<file path="src/rtl/tag_compare.sv">
// tag_compare: L1 data cache tag comparator.
// Produces a combinational match/hit for the cache hit logic, and a
// registered, valid-qualified hit (out_valid/hit_q) one cycle later.
// Optional hit/miss statistics counters are built only when the macro
// TAG_COMPARE_STATS_EN is defined; otherwise both counters read zero.
module tag_compare #(
    parameter int TAG_W    = 2,
    parameter int STORED_W = 3
) (
    input  logic                clk,
    input  logic                reset,
    input  logic                cmp_valid,
    input  logic [TAG_W-1:0]    req_tag,
    input  logic [STORED_W-1:0] stored_tag,
    input  logic                line_valid,
    output logic                match,
    output logic                hit,
    output logic                out_valid,
    output logic                hit_q,
    output logic [15:0]         hit_count,
    output logic [15:0]         miss_count
);

    // Per-bit equality of the zero-extended request tag against the stored
    // tag. Bits above TAG_W compare against an implicit zero, so any 1 in
    // the upper stored field kills the match.
    logic [STORED_W-1:0] bitEq;

    generate
        for (genvar gi = 0; gi < STORED_W; gi++) begin : gBitEq
            if (gi < TAG_W) begin : gReqBit
                assign bitEq[gi] = (req_tag[gi] == stored_tag[gi]);
            end else begin : gPadBit
                assign bitEq[gi] = ~stored_tag[gi];
            end
        end
    endgenerate

    assign match = &bitEq;
    assign hit   = match & line_valid;

    // Registered result path: valid follows cmp_valid, hit_q only updates
    // on a qualified comparison so it holds the last result otherwise.
    logic outValidReg, outValidNext;
    logic hitQReg, hitQNext;

    // Next-state for the registered result.
    always_comb begin
        outValidNext = cmp_valid;
        hitQNext     = hitQReg;
        if (cmp_valid) begin
            hitQNext = hit;
        end
    end

    // Result registers; reset wins over a same-cycle comparison.
    always_ff @(posedge clk) begin
        if (reset) begin
            outValidReg <= 1'b0;
            hitQReg     <= 1'b0;
        end else begin
            outValidReg <= outValidNext;
            hitQReg     <= hitQNext;
        end
    end

    assign out_valid = outValidReg;
    assign hit_q     = hitQReg;

`ifdef TAG_COMPARE_STATS_EN
    // Saturating hit/miss counters; each qualified comparison bumps exactly one.
    logic [15:0] hitCountReg, hitCountNext;
    logic [15:0] missCountReg, missCountNext;

    // Counter next-state with saturation at all-ones.
    always_comb begin
        hitCountNext  = hitCountReg;
        missCountNext = missCountReg;
        if (cmp_valid) begin
            if (hit) begin
                if (hitCountReg != 16'hFFFF) begin
                    hitCountNext = hitCountReg + 16'd1;
                end
            end else begin
                if (missCountReg != 16'hFFFF) begin
                    missCountNext = missCountReg + 16'd1;
                end
            end
        end
    end

    // Counter registers; a comparison in a reset cycle is not counted.
    always_ff @(posedge clk) begin
        if (reset) begin
            hitCountReg  <= 16'h0000;
            missCountReg <= 16'h0000;
        end else begin
            hitCountReg  <= hitCountNext;
            missCountReg <= missCountNext;
        end
    end

    assign hit_count  = hitCountReg;
    assign miss_count = missCountReg;
`else
    assign hit_count  = 16'h0000;
    assign miss_count = 16'h0000;
`endif

endmodule

</file>
<file path="config.mk">
export PLATFORM = sky130hd
export DESIGN_NAME = tag_compare
export DESIGN_NICKNAME = d
export VERILOG_FILES = /design/src/rtl/tag_compare.sv
export SDC_FILE = /design/constraint.sdc
export NUM_CORES = 1
export LEC_CHECK = 0
export BUFFER_PORTS_ARGS = -buffer_cell sky130_fd_sc_hd__buf_2
export CORE_AREA = 4 4 41 43
export CTS_CLUSTER_DIAMETER = 80
export CTS_CLUSTER_SIZE = 14
export DETAILED_ROUTE_END_ITERATION = 16
export DIE_AREA = 0 0 45 47
export GPL_ROUTABILITY_DRIVEN = 0
export PLACE_DENSITY = 0.78
export SETUP_SLACK_MARGIN = 0.2
export SLEW_MARGIN = 20
export SYNTH_ARGS = -nofsm -noshare
export SYNTH_HDL_FRONTEND = slang
export SYNTH_SLANG_ARGS = --single-unit
</file>
<file path="constraint.sdc">
create_clock -name clk -period 0.9 [get_ports clk]
set_input_delay 0.09 -clock clk [delete_from_list [all_inputs] [get_ports clk]]
set_output_delay 0.09 -clock clk [all_outputs]
set_load 0.005 [all_outputs]
</file>
==> run summary <==
outcome = completed
worst hold path class = primary input to flop
insertion delay of the later-clocked pin in the worst-skew pair = 0.23 ns
Placed Area = 310 sq um
placed wire-length estimate = 496 um
Final Slew Violations = 0
largest net degree at the start of global routing = 4
post-detailed-routing wire length = 609 um
combined flip-flop and latch cell area = 42.5 sq um
worst-case setup slack after placement = -0.00711 ns
Post-Syn Area per Cell = 8.23 sq um
count of port buffers added during placement = 12
total power of the final layout = 0.422 mW
clock tree from TritonCTS = done
clk_skew = 0 ns
CP delay by family, top = buffers and inverters
chip height = 47 um
nature of the critical path startpoint = primary input
endpoints failing hold = 0
PnR worst setup slack = 0.0153 ns
shortest period the worst path allows = 0.885 ns
unrepaired setup endpoints after global routing = true
post-synth top area share = 0.678
dominant cell type by area after synthesis = buf_4
post-layout utilization of the core = 0.305
Routed WL per cell = 8.34 um
DRC violation total after the first TritonRoute iteration = 0
maximum ir drop on the vdd rail = 547 uV
sequential area share after synthesis = 0.113
count of state elements after synthesis = 2
Crit path buffers/inverters = 2
area of the core region = 1300 sq um
setup TNS = 0 ns
Final period util = 0.983
wire length of the first global-routing pass = 683 um
area of the multi-input gates = 223 sq um
synthesized cell area = 354 sq um
clock root cell = clkbuf_4
number of antenna violations at the first check in global routing = 0
Finished Cell Area = 397 sq um
die span in x = 45 um
number of diodes = 0
number of warning messages in the yosys log = 0
CTS buffer count = 3
slowest library cell on the worst path = nor4b_2
count of boundary I/O pins = 45
area growth from synthesis to layout = 12.0%
global router's overall resource usage = 0.0536
achievable frequency = 1130 MHz
largest fanout on the critical path = 3
final layout net count = 69
signal arrival time at the worst endpoint = 0.79 ns
Cell Chain, Critical Path = buf_8, xor2_4, nor4b_2, buf_2
Site Rows = 13
clock sink total = 2
DRC violation count after routing = 0
first-pass iteration count of the detailed router = 1
number of global-route vias before repair = 192
layout cells sized above 1 = 0.379
cell count after synthesis = 43
Worst Hold Slack = 0.0291 ns
Fill cells = 149
maximum clock insertion buffer count = 2
unique cell type count in the Yosys netlist = 10
Avg Vias per Cell = 3.30
Finished Layout Cells = 73
endpoint class of the critical path = primary output
number of hold buffers added after cts = 0
Die Outline Area = 2120 sq um
worst path required time = 0.81 ns
power density over cell area = 1060 nW/um^2
Max Cap Viol = 0
number of vias in the routed layout = 241
leakage power = 0.228 nW
DRT antenna net count = 0
Remaining Overflow, GRT = 0
setup violators final = 0
crit path kind = primary input to primary output
Max H-tree Level = 1
clock transition time at the flip-flop clock pins of the worst setup and hold paths = 0.03 ns
initial cell density of the core = 0.272
cell types with the largest area share after synthesis = buf_4, dfxtp_1, xor2_1
dpl cells = 69
Max stage delay on crit path = 0.26 ns
## metal layers
layer	part of all wire	GRT usage	vias to the layer above
li1	-	-	101
met1	0.14	0.0136	102
met2	0.54	0.116	36
met3	0.28	0.0230	2
met4	0.038	0.0877	0
met5	0	0	-
## area by class of cell
cell class | count | area share
timing repair buffer | 13 | 0.227
sequential | 2 | 0.107
clock buffer | 3 | 0.0568
tap | 15 | 0.0473
multi-input combinational | 40 | 0.562
## cells in the mapped netlist
library cell	instances
buf_4	32
conb_1	1
dfxtp_1	2
nand3b_1	1
nor2b_1	1
nor3_1	1
nor4b_1	1
o41ai_2	1
or3b_1	1
xor2_1	2
## timing repair
action / in CTS / in global routing
hold endpoints to repair: 0 / 0
gates cloned: 0 / 0
setup endpoints to repair: 5 / 5
pin swaps: 2 / 2
gates resized for setup: 3 / 7
buffers inserted: 1 / 0
## state kept, by name, summed over array words and instances (netlist names)
name and cells:
out_valid 1, hit_q 1
## layout by cell type (no fill, tap or decap)
cell type	Yosys	layout
nand3b_1	1	1
nor2b_1	1	1
nor4b_2	0	1
clkbuf_4	0	3
xor2_4	0	1
buf_4	32	1
dfxtp_2	0	2
buf_8	0	1
nor3_1	1	1
buf_6	0	2
conb_1	1	32
o41ai_2	1	1
buf_2	0	9
xor2_2	0	1
or3b_1	1	1
## worst paths after layout
path                                    start         to  slack [ns]  depth (start not counted)
worst max-delay path            stored_tag[0]        hit        0.02                          4
worst max register to register          hit_q      hit_q        0.08                          2
worst min-delay path                    reset  out_valid        0.03                          2
worst min register to register          hit_q      hit_q        0.57                          2
## power breakdown
group	leakage, nW	internal [mW]	total, mW	switching [mW]
Clock	0.0138	0.148	0.209	0.0612
Combinational	0.197	0.0485	0.118	0.0696
Sequential	0.0172	0.0932	0.0945	0.00133
## logic make-up (layout without fill, tap and decap cells)
family / after synthesis / count (layout) / share of synthesized area
DFF: 2 / 2 / 0.113
and+or+nand+nor: 5 / 5 / 0.102
AOI/OAI and AO/OA: 1 / 1 / 0.0459
other: 1 / 32 / 0.0106
xor gates and xnor gates: 2 / 2 / 0.0495
buffers and inverters: 32 / 16 / 0.678
Note: power is estimated with default switching activity, not from simulation.
